## config.mk

```make
export PLATFORM = sky130hd
export DESIGN_NAME = async_fifo_rd_ctrl
export DESIGN_NICKNAME = d
export VERILOG_FILES = /design/src/rtl/async_fifo_rd_ctrl.sv
export SDC_FILE = /design/constraint.sdc
export NUM_CORES = 1
export LEC_CHECK = 0
export ABC_AREA = 1
export BUFFER_PORTS_ARGS = -buffer_cell sky130_fd_sc_hd__buf_4
export CELL_PAD_IN_SITES_DETAIL_PLACEMENT = 0
export CELL_PAD_IN_SITES_GLOBAL_PLACEMENT = 1
export CORE_MARGIN = 2
export CORE_UTILIZATION = 34
export CTS_CLUSTER_SIZE = 16
export DETAILED_ROUTE_END_ITERATION = 7
export GPL_ROUTABILITY_DRIVEN = 0
export PLACE_DENSITY = 0.82
export SLEW_MARGIN = 20
export SYNTH_ARGS = -nofsm -noshare
export SYNTH_HDL_FRONTEND = slang
export SYNTH_SLANG_ARGS = --single-unit
export TNS_END_PERCENT = 1
```

## constraint.sdc

```tcl
create_clock -name rd_clk -period 2.5 [get_ports rd_clk]
set_clock_uncertainty 0.15 [all_clocks]
set_input_delay 0.25 -clock rd_clk [delete_from_list [all_inputs] [get_ports rd_clk]]
set_output_delay 0.25 -clock rd_clk [all_outputs]
set_load 0.005 [all_outputs]
```

## src/rtl/async_fifo_rd_ctrl.sv

```systemverilog
// Read-side controller of the dual-clock FIFO: write-pointer synchroniser, read pointer,
// BRAM read strobe and a first-word-fall-through output register.
module async_fifo_rd_ctrl #(
  parameter int WIDTH       = 8,
  parameter int PTR_LEN     = 3,
  parameter int SIZE        = 8,
  parameter int SYNC_STAGES = 2
) (
  input  logic               rd_clk,
  input  logic               rd_arstn,
  input  logic [PTR_LEN:0]   wr_ptr_gray,
  output logic [PTR_LEN:0]   rd_ptr_gray,
  output logic [PTR_LEN:0]   read_ptr,
  output logic               rd_en,
  input  logic [WIDTH-1:0]   rd_data,
  output logic [WIDTH-1:0]   m_data,
  output logic               m_valid,
  input  logic               m_ready,
  output logic               empty,
  output logic [PTR_LEN:0]   rd_level,
  output logic               ptr_err
);

  localparam int PW = PTR_LEN + 1;

  // Index 0 samples the asynchronous pointer; the last stage is the usable copy.
  logic [SYNC_STAGES-1:0][PW-1:0] r_sync;
  logic [PW-1:0]                  w_wq_gray;
  logic [PW-1:0]                  w_wq_bin;

  logic [PW-1:0]    r_rd_ptr_bin;
  logic [PW-1:0]    r_rd_ptr_gray;
  logic [PW-1:0]    w_next_bin;
  logic [PW-1:0]    w_level;
  logic             w_empty;
  logic             w_fetch;
  logic [WIDTH-1:0] r_m_data;
  logic             r_m_valid;
  logic             r_ptr_err;

  always_ff @(posedge rd_clk or negedge rd_arstn) begin
    if (!rd_arstn) r_sync <= '0;
    else           r_sync <= {r_sync[SYNC_STAGES-2:0], wr_ptr_gray};
  end

  assign w_wq_gray = r_sync[SYNC_STAGES-1];

  for (genvar i = 0; i < PW; i++) begin : g_g2b
    assign w_wq_bin[i] = ^w_wq_gray[PW-1:i];
  end

  assign w_empty    = (r_rd_ptr_bin == w_wq_bin);
  assign w_level    = w_wq_bin - r_rd_ptr_bin;
  // Refill whenever the output register is free or being drained this cycle.
  assign w_fetch    = !w_empty && (!r_m_valid || m_ready);
  assign w_next_bin = r_rd_ptr_bin + PW'(w_fetch);

  always_ff @(posedge rd_clk or negedge rd_arstn) begin
    if (!rd_arstn) begin
      r_rd_ptr_bin  <= '0;
      r_rd_ptr_gray <= '0;
    end else begin
      r_rd_ptr_bin  <= w_next_bin;
      r_rd_ptr_gray <= w_next_bin ^ (w_next_bin >> 1);
    end
  end

  always_ff @(posedge rd_clk or negedge rd_arstn) begin
    if (!rd_arstn) begin
      r_m_data  <= '0;
      r_m_valid <= 1'b0;
    end else if (w_fetch) begin
      r_m_data  <= rd_data;
      r_m_valid <= 1'b1;
    end else if (m_ready && r_m_valid) begin
      r_m_valid <= 1'b0;
    end
  end

  // A level above the depth can only come from a corrupted pointer pair.
  always_ff @(posedge rd_clk or negedge rd_arstn) begin
    if (!rd_arstn)               r_ptr_err <= 1'b0;
    else if (w_level > PW'(SIZE)) r_ptr_err <= 1'b1;
  end

  assign rd_ptr_gray = r_rd_ptr_gray;
  assign read_ptr    = r_rd_ptr_bin;
  assign rd_en       = w_fetch;
  assign m_data      = r_m_data;
  assign m_valid     = r_m_valid;
  assign empty       = w_empty;
  assign rd_level    = w_level;
  assign ptr_err     = r_ptr_err;

endmodule

```

==> flow_metrics.tcl, run 1 <==
set metrics [dict create \
    status "finished with violations" \
    violations "setup timing" \
    power_density_nw_per_um2 1080 \
    cts_tree "built" \
    crit_slowest_cell "dfrtp_1" \
    core_sq_um 3310 \
    ys_types 18 \
    tightest_slew_ns 0.321 \
    synth_area_leaders "dfrtp_1, nand2_2, ha_1, nand3_1, inv_1" \
    grt_pass1_wl_mm 4.11 \
    clkLatencyLatePin_ns 0.31 \
    cp.arrival_ns 2.11 \
    hold_viol_final 0 \
    ys_warn_count 0 \
    fp-row-count 21 \
    critPathCaptureType "output port" \
    num_vias 838 \
    yosysMostFrequentCell "dfrtp_1" \
    crit_top_cell "inv_1" \
    setup_ws_ns -0.00769 \
    drt_first_iter_violations 14 \
    slowest_delay_ns 0.43 \
    drt_wl_total_mm 2.32 \
    slew_headroom 0.786 \
    synth_edf_count 0 \
    cts_max_path_buffers 2 \
    fin_nets 175 \
    setup_viol_count_final 1 \
    pin_count 39 \
    dr.pass1.iters 4 \
    antenna_cells 0 \
    drive_gt1_frac 0.510 \
    die_h_um 62.7 \
    path_max_fanout 3 \
    cp-start-kind "flip-flop" \
    syn2layout_area_growth_pct 39.5 \
    via_per_inst 4.21 \
    cts_root_buffer "clkbuf_4" \
    synth_top_area_cell "dfrtp_1" \
    die_area_sq_um 3930 \
    total_power_mw 1.77 \
    io_buffer_count 38 \
    die-width_um 62.7 \
    ir_worst_vdd_v 0.000488 \
    path_cells "xor2_2, xor2_1, ha_1, inv_1, fa_2, xnor2_2, inv_1, buf_4" \
    drc 0 \
    drv_slew 0 \
    ys_seq_elements 25 \
    yosys.area.top_type_share 0.534 \
    numCtsBuffers 3 \
    ant_nets 0 \
    grt_pass1_vias 851 \
    max_cap_viol_count 0 \
    h-tree-depth 1 \
    initial_core_util 0.354 \
    avgSynthCellArea_sq_um 11.3 \
    cp.required_ns 2.10 \
    syn-num-nets 125 \
    hold_class "in2reg" \
    grt_overflow 0 \
    antenna_found_initial 0 \
    grt_use_total 0.133 \
    fin_crit_sh 1.00 \
    ys.flop_type "dfrtp_1" \
    ys_seq_area_frac 0.534 \
    fmax_mhz 399 \
    n_fill_cell 349 \
    final_core_util 0.494 \
    path_class "reg2out" \
    grt_max_degree 26 \
    synthCells 104 \
    netlist_top_cells_count "dfrtp_1, nand2_2, inv_1" \
    syn_area_sq_um 1170 \
    fin_crit_ns 2.51 \
    dpl.hpwl_mm 1.69 \
    rsz0062_at_grt "true" \
    wl_per_cell_um 11.6 \
    power.leakage_nw 0.831 \
    ys_async_sr_fraction 1.00 \
    clk_pin_slew_ns 0.13 \
    cts_sinks 25 \
]
[path summary, 6_finish.rpt]
check / start / endpoint / slack, ns / cells past startpoint
worst max-delay path: w_wq_gray[2] / rd_level[2] / -0.008 / 8
worst min-delay path: rd_data[0] / m_data[0] / 0.03 / 3
worst max register to register: w_wq_gray[2] / rd_ptr_gray[0] / 0.09 / 12
worst min register to register: r_sync[0] / w_wq_gray[0] / 0.21 / 0
max in group asynchronous: rd_arstn / w_wq_gray[1] / 1.74 / 2
min in group asynchronous: rd_arstn / read_ptr[1] / 0.22 / 2
[metrics by stage]
step | setup TNS, ns | worst slack (ns) | cell area [sq um] | hold WS [ns] | cells
final | -0.00769 | -0.00769 | 1630 | 0.0254 | 199
after floorplan | 0 | 0.110 | 1170 | -0.196 | 104
after CTS | -0.0227 | -0.0227 | 1630 | 0.00695 | 199
after detailed placement | 0 | 0.00166 | 1510 | 0.0230 | 188
after global placement | 0 | 0.106 | 1510 | 0.0198 | 188
after global routing | -0.429 | -0.165 | 1630 | 0.0139 | 199
[logic make-up (layout without fill, tap and decap cells)]
kind of cell,Yosys count,in the layout,synth area share
buf+inv,16,65,0.0684
simple gates,46,46,0.235
xor+xnor,10,10,0.0876
flops,25,25,0.534
fa+ha+maj,6,6,0.0705
compound gates,1,1,0.00427
[critical path, delay by kind of cell (launching register included)]
family / cells / cell delay, ns
adders and majority gates: 2 / 0.52
buffers and inverters: 3 / 0.25
xor gates and xnor gates: 3 / 0.61
DFF: 1 / 0.43
[timing repair]
action	4_1_cts	5_1_grt
pin swaps	7	2
gates cloned	0	0
endpoints found under the hold margin	29	0
setup endpoints to repair	4	7
resized for setup	6	2
hold buffers	5	0
setup buffers	2	0
[area by class of cell]
| class | instances | area [sq um] | area share |
|---|---|---|---|
| tap | 46 | 57.6 | 0.0352 |
| multi-input combinational | 63 | 493 | 0.302 |
| clock inverter | 1 | 5.00 | 0.00306 |
| timing repair buffer | 46 | 358 | 0.219 |
| clock buffer | 3 | 22.5 | 0.0138 |
| sequential | 25 | 626 | 0.383 |
| inverter | 15 | 72.6 | 0.0444 |
[flip-flops by register name (all words and copies together) (netlist names)]
name	flops
m_valid	1
w_wq_gray	4
r_sync	4
rd_ptr_gray	3
ptr_err	1
m_data	8
read_ptr	4
[where the power goes]
group	internal [mW]	switching, mW
logic	0.506	0.467
registers	0.524	0.0953
clock network	0.0597	0.115
[routing by layer]
metal | part of all wire | global-route usage | wire length [um]
met2 | 0.46 | 0.220 | 1080
met3 | 0.084 | 0.0324 | 195
met1 | 0.45 | 0.171 | 1030
met5 | 0 | 0 | 0
met4 | 0.0052 | 0.0417 | 12
[cell usage in the layout, fill, tap and decap left out, drive strengths merged]
| cell | n |
|---|---|
| xnor2 | 4 |
| nand3 | 12 |
| dfrtp | 25 |
| dlygate4sd3 | 5 |
| bufinv | 1 |
| clkbuf | 3 |
| nor2 | 3 |
| inv | 14 |
| xor2 | 6 |
| clkinv | 1 |
| and2 | 1 |
| a21oi | 1 |
| nand2 | 30 |
| buf | 41 |
| ha | 5 |
| fa | 1 |
No activity file was read; power rests on OpenSTA's default activity.
==> run 2: changes to the inputs <==
--- a/config.mk
+++ b/config.mk
@@ -5,7 +5,6 @@
 export SDC_FILE = /design/constraint.sdc
 export NUM_CORES = 1
 export LEC_CHECK = 0
-export ABC_AREA = 1
 export BUFFER_PORTS_ARGS = -buffer_cell sky130_fd_sc_hd__buf_4
 export CELL_PAD_IN_SITES_DETAIL_PLACEMENT = 0
 export CELL_PAD_IN_SITES_GLOBAL_PLACEMENT = 1
@@ -14,7 +13,7 @@
 export CTS_CLUSTER_SIZE = 16
 export DETAILED_ROUTE_END_ITERATION = 7
 export GPL_ROUTABILITY_DRIVEN = 0
-export PLACE_DENSITY = 0.82
+export PLACE_DENSITY = 0.81
 export SLEW_MARGIN = 20
 export SYNTH_ARGS = -nofsm -noshare
 export SYNTH_HDL_FRONTEND = slang
==> run 2 against run 1 <==
The run still ends with setup timing left. Area after synthesis shrank 7.8%. Clock-buffer cell count is the same. Sequential share of layout area shrank 2.0 points. Non-clock buffer count rose by 10. Global-route usage is 0.57 points lower. Hold slack better by 0.096 ns. Clock power hardly changed. Routed wire length is 12% lower. Setup slack got worse by 0.055 ns.
==> flow_metrics.tcl, run 2 <==
set metrics [dict create \
    setup_ws_ns -0.0625 \
    power_density_nw_per_um2 1070 \
    core_sq_um 3030 \
    via_per_inst 4.15 \
    rsz0062_at_grt "true" \
    drt_wl_total_mm 2.03 \
    antenna_cells 0 \
    ys_seq_area_frac 0.579 \
    hold_end "m_valid" \
    dr.pass1.iters 4 \
    layout_commonest_cell "buf_4" \
    power.leakage_nw 0.799 \
    hold_viol_final 0 \
    multiInputGateArea_sq_um 532 \
    path_max_fanout 2 \
    die_h_um 60.4 \
    fmax_mhz 390 \
    r2r_setup_slack_ns 0.06 \
    grt_pass1_wl_mm 3.31 \
    avgSynthCellArea_sq_um 14.8 \
    path_cells "xor2_2, xor2_2, xnor2_2, ha_4, inv_2, fa_2, xor2_2, buf_4" \
    violations "setup timing" \
    crit_slowest_cell "dfrtp_1" \
    grt_use_total 0.127 \
    synth_edf_count 0 \
    netlist_top_cells_count "dfrtp_1, mux2_4, xor2_1" \
    place_ws_ns -0.0144 \
    fin_crit_sh 1.03 \
    num_vias 727 \
    cp.required_ns 2.10 \
    antenna_found_initial 0 \
    drv_slew 0 \
    fin_nets 153 \
    clk_pin_slew_ns 0.13 \
    synthCells 73 \
    min_path_cells 3 \
    ant_nets 0 \
    fp-row-count 20 \
    wl_per_cell_um 11.6 \
    syn_area_sq_um 1080 \
    critPathCaptureType "output port" \
    slowest_delay_ns 0.42 \
    syn-num-nets 94 \
    slew_headroom 0.768 \
    h-tree-depth 1 \
    path_class "reg2out" \
    cts_root_buffer "clkbuf_4" \
    pin_count 39 \
    synth_area_leaders "dfrtp_1, mux2_4, ha_1, xor2_1, xnor2_1" \
    status "finished with violations" \
    setup_viol_count_final 3 \
    initial_core_util 0.357 \
    cp.arrival_ns 2.16 \
    die_area_sq_um 3640 \
    ys_warn_count 0 \
    drc 0 \
    hold_class "in2reg" \
    min_from "m_ready" \
    cts_max_path_buffers 2 \
    yosysMostFrequentCell "dfrtp_1" \
    n_fill_cell 259 \
    cts_sinks 25 \
    cts_tree "built" \
    fin_setup_tns_ns -0.177 \
    worstRegToRegCells 10 \
    grt_max_degree 26 \
    cp-start-kind "flip-flop" \
    layout_common_cells "buf_4, dfrtp_1, dlygate4sd3_1" \
    die-width_um 60.4 \
    numCtsBuffers 3 \
    grt_overflow 0 \
    yosys.area.top_type_share 0.579 \
    drive_gt1_frac 0.565 \
    ys_async_sr_fraction 1.00 \
    layout.area.seq_sq_um 626 \
    io_buffer_count 38 \
    crit_top_cell "xor2_2" \
    ys_types 20 \
    fin_crit_ns 2.56 \
    drt_first_iter_violations 17 \
    dpl.hpwl_mm 1.44 \
    grt_pass1_vias 716 \
    ys.flop_type "dfrtp_1" \
    largest_register_ffs 8 \
    tightest_slew_ns 0.348 \
    timing.rr.end "rd_ptr_gray[1]" \
    syn2layout_area_growth_pct 59.7 \
    r2r-start "w_wq_gray[2]" \
    synth_top_area_cell "dfrtp_1" \
    clkLatencyLatePin_ns 0.31 \
    ir_worst_vdd_v 0.000532 \
    max_cap_viol_count 0 \
    ys_seq_elements 25 \
    final_core_util 0.569 \
]
-- run 2: metrics by stage --
step	cell area (sq um)	cells	total power, mW	hold slack (ns)
floorplan	1130	73	1.17	-0.196
global placement	1470	156	1.54	0.0145
detailed placement	1470	156	1.56	0.0194
CTS	1670	174	1.80	0.114
global route	1720	175	2.00	0.118
finish	1720	175	1.85	0.121
-- run 2: critical path, delay by kind of cell, from the launching register on --
kind / cells / cell delay [ns]
flip-flops: 1 / 0.42
XOR/XNOR: 4 / 0.75
adder cells (fa/ha/maj): 2 / 0.49
buffers and inverters: 2 / 0.18
-- run 2: cell families (layout without fill, tap and decap cells) --
kind of cell	after synthesis	in the layout	synth area share
mux	8	8	0.111
simple gates	9	9	0.0556
xor+xnor	12	12	0.104
buf+inv	7	65	0.0348
compound gates	6	6	0.0382
flops	25	25	0.579
fa+ha+maj	6	6	0.0765
-- run 2: layout make-up --
type,instances,area share
Clock inverter,1,0.00290
Multi-Input combinational cell,41,0.308
Timing Repair Buffer,56,0.267
Tap cell,44,0.0319
Inverter,5,0.0138
Clock buffer,3,0.0131
Sequential cell,25,0.363
-- run 2: where the power goes --
group	switching [mW]	internal, mW
logic	0.398	0.635
registers	0.121	0.521
clock network	0.113	0.0597
total	0.632	1.22
-- run 2: worst max path at each step --
stage                                 to         start  slack, ns
after global placement           ptr_err  w_wq_gray[2]       0.09
after detailed placement  rd_ptr_gray[1]  w_wq_gray[3]      -0.01
after global routing         rd_level[3]  w_wq_gray[2]      -0.18
after floorplan           rd_ptr_gray[1]  w_wq_gray[3]      -0.11
after CTS                    rd_level[2]  w_wq_gray[3]       -0.1
final                        rd_level[2]  w_wq_gray[2]      -0.06
-- run 2: layer usage --
layer | wire, um | track usage | vias to the layer above | part of all wire
met5 | 0 | 0 | - | 0
met4 | 27 | 0.0857 | 0 | 0.013
met3 | 70 | 0.0149 | 2 | 0.034
met2 | 1050 | 0.199 | 16 | 0.52
met1 | 879 | 0.166 | 356 | 0.43
li1 | - | - | 353 | -
-- run 2: what timing repair did --
action                                  in CTS  in global routing
resized for setup                            8                  5
pin swaps                                    4                  5
endpoints found under the hold margin       37                  0
buffers inserted                             1                  1
hold buffers                                13                  0
endpoints found under the setup margin      14                 17
==> run 3: changes to the inputs <==
--- a/config.mk
+++ b/config.mk
@@ -13,6 +13,8 @@
 export CTS_CLUSTER_SIZE = 16
 export DETAILED_ROUTE_END_ITERATION = 7
 export GPL_ROUTABILITY_DRIVEN = 0
+export GPL_TIMING_DRIVEN = 0
+export MAX_ROUTING_LAYER = met4
 export PLACE_DENSITY = 0.81
 export SLEW_MARGIN = 20
 export SYNTH_ARGS = -nofsm -noshare
==> run 3 against run 2 <==
The run still ends with setup timing left. Non-clock buffer count grew 4. Hold slack lost 0.012 ns. Clock-buffer cell count is the same. Core utilization grew 1.2 points. Sequential power shrank 0.6%. Critical endpoint unchanged.
==> flow_metrics.tcl, run 3 (synthesized netlist as in run 2, its figures left out) <==
set metrics [dict create \
    slew_headroom 0.765 \
    fin_nets 157 \
    dr.pass1.iters 4 \
    path_max_fanout 2 \
    num_vias 732 \
    drt_wl_total_mm 1.95 \
    drc 0 \
    die_h_um 60.4 \
    grt_pass1_wl_mm 3.03 \
    switching_share 0.337 \
    setup_ws_ns -0.0372 \
    fmax_mhz 394 \
    hold_viol_final 0 \
    clkLatencyLatePin_ns 0.31 \
    path_class "reg2out" \
    violations "setup timing" \
    cts_max_path_buffers 2 \
    tightest_slew_ns 0.353 \
    cts_tree "built" \
    cp.required_ns 2.10 \
    numCtsBuffers 3 \
    fin_crit_sh 1.01 \
    hold_class "in2reg" \
    h-tree-depth 1 \
    cp.arrival_ns 2.14 \
    cts_root_buffer "clkbuf_4" \
    cp-start-kind "flip-flop" \
    drt_first_iter_violations 7 \
    fp-row-count 20 \
    grt_max_degree 26 \
    via_per_inst 4.09 \
    largest_register_ffs 8 \
    pin_count 39 \
    grt_pass1_vias 671 \
    power_density_nw_per_um2 1070 \
    fin_setup_tns_ns -0.132 \
    die_area_sq_um 3640 \
    antenna_found_initial 0 \
    seq_power_share 0.338 \
    cts_sinks 25 \
    p_int_mw 1.25 \
    wl_per_cell_um 10.9 \
    power.leakage_nw 0.816 \
    die-width_um 60.4 \
    critPathCaptureType "output port" \
    total_power_mw 1.89 \
    grt_use_total 0.114 \
    clk_pin_slew_ns 0.14 \
    ant_nets 0 \
    fin_crit_ns 2.54 \
    initial_core_util 0.357 \
    io_buffer_count 38 \
    max_cap_viol_count 0 \
    syn2layout_area_growth_pct 63.2 \
    antenna_cells 0 \
    ir_worst_vdd_v 0.000517 \
    core_sq_um 3030 \
    clkPwrFrac 0.094 \
    setup_viol_count_final 5 \
    status "finished with violations" \
    combPwrFrac 0.568 \
    drive_gt1_frac 0.578 \
    layout_commonest_cell "buf_4" \
    dpl.hpwl_mm 1.38 \
    power.switching_mw 0.637 \
    drv_slew 0 \
    grt_overflow 0 \
    rsz0062_at_grt "true" \
    layout_common_cells "buf_4, dfrtp_1, dlygate4sd3_1" \
]
run 3: changes by cell type in the layout (fill, tap and decap cells not counted), sizes merged:
cell	delta
clkinvlp	+1
buf	+4
clkinv	-1
run 3: repair_timing:
item / in CTS / in global routing
setup buffers: 6 / 1
gates resized for setup: 10 / 6
pin swaps: 5 / 1
gates cloned: 0 / 0
hold buffers: 5 / 8
endpoints found under the setup margin: 21 / 18
endpoints found under the hold margin: 29 / 8
run 3: metal layers:
layer	vias up	part of all wire	global-route usage	routed length [um]
met2	16	0.51	0.163	989
li1	361	-	-	-
met4	0	0.014	0.0476	27
met5	-	0	-	0
met3	2	0.032	0.0192	63
met1	353	0.45	0.160	868
run 3: power by group through the flow:
stage                     registers [mW]  logic (mW)  clock network [mW]
after floorplan                    0.635       0.533                   0
after global placement             0.635       0.902                   0
after detailed placement           0.640       0.922                   0
after CTS                          0.634        1.02               0.187
after global routing               0.660        1.18               0.211
final                              0.638        1.07               0.179
run 3: stage by stage:
stage | utilization | instances | hold WS, ns | area (sq um) | worst slack, ns
after global placement | 0.486 | 155 | 0.0129 | 1470 | -0.289
after CTS | 0.540 | 170 | 0.00820 | 1640 | -0.0781
after detailed placement | 0.486 | 155 | 0.0220 | 1470 | -0.307
after floorplan | - | 73 | -0.196 | 1130 | -0.107
after global routing | 0.582 | 179 | 0.104 | 1760 | -0.185
final | 0.582 | 179 | 0.109 | 1760 | -0.0372
run 3: critical path, cell delays in order, from the launching register on:
cell and delay, ns:
dfrtp_1 0.42, xor2_2 0.22, xor2_2 0.19, xnor2_1 0.14, ha_2 0.19, inv_2 0.04, fa_2 0.34, xor2_2 0.15
buf_4 0.13
run 3: layout make-up:
cell class | instances | area (sq um)
inverters | 5 | 26.3
multi-input cells | 41 | 518
plain buffers | 2 | 27.5
clock buffers | 3 | 22.5
flip-flops and latches | 25 | 626
repair buffers | 58 | 479
clock inverters | 1 | 7.51
fillers | 257 | 1270
well taps | 44 | 55.1
run 3: path summary, 6_finish.rpt:
kind | start | to | slack [ns] | cells after the start
min in group asynchronous | rd_arstn | read_ptr[0] | 0.21 | 2
max in group asynchronous | rd_arstn | m_data[4] | 1.76 | 2
hold reg to reg | r_sync[2] | w_wq_gray[2] | 0.22 | 0
hold / removal | m_ready | m_valid | 0.11 | 3
setup / recovery | w_wq_gray[2] | rd_level[2] | -0.04 | 8
setup reg to reg | w_wq_gray[2] | rd_ptr_gray[1] | -0.01 | 12
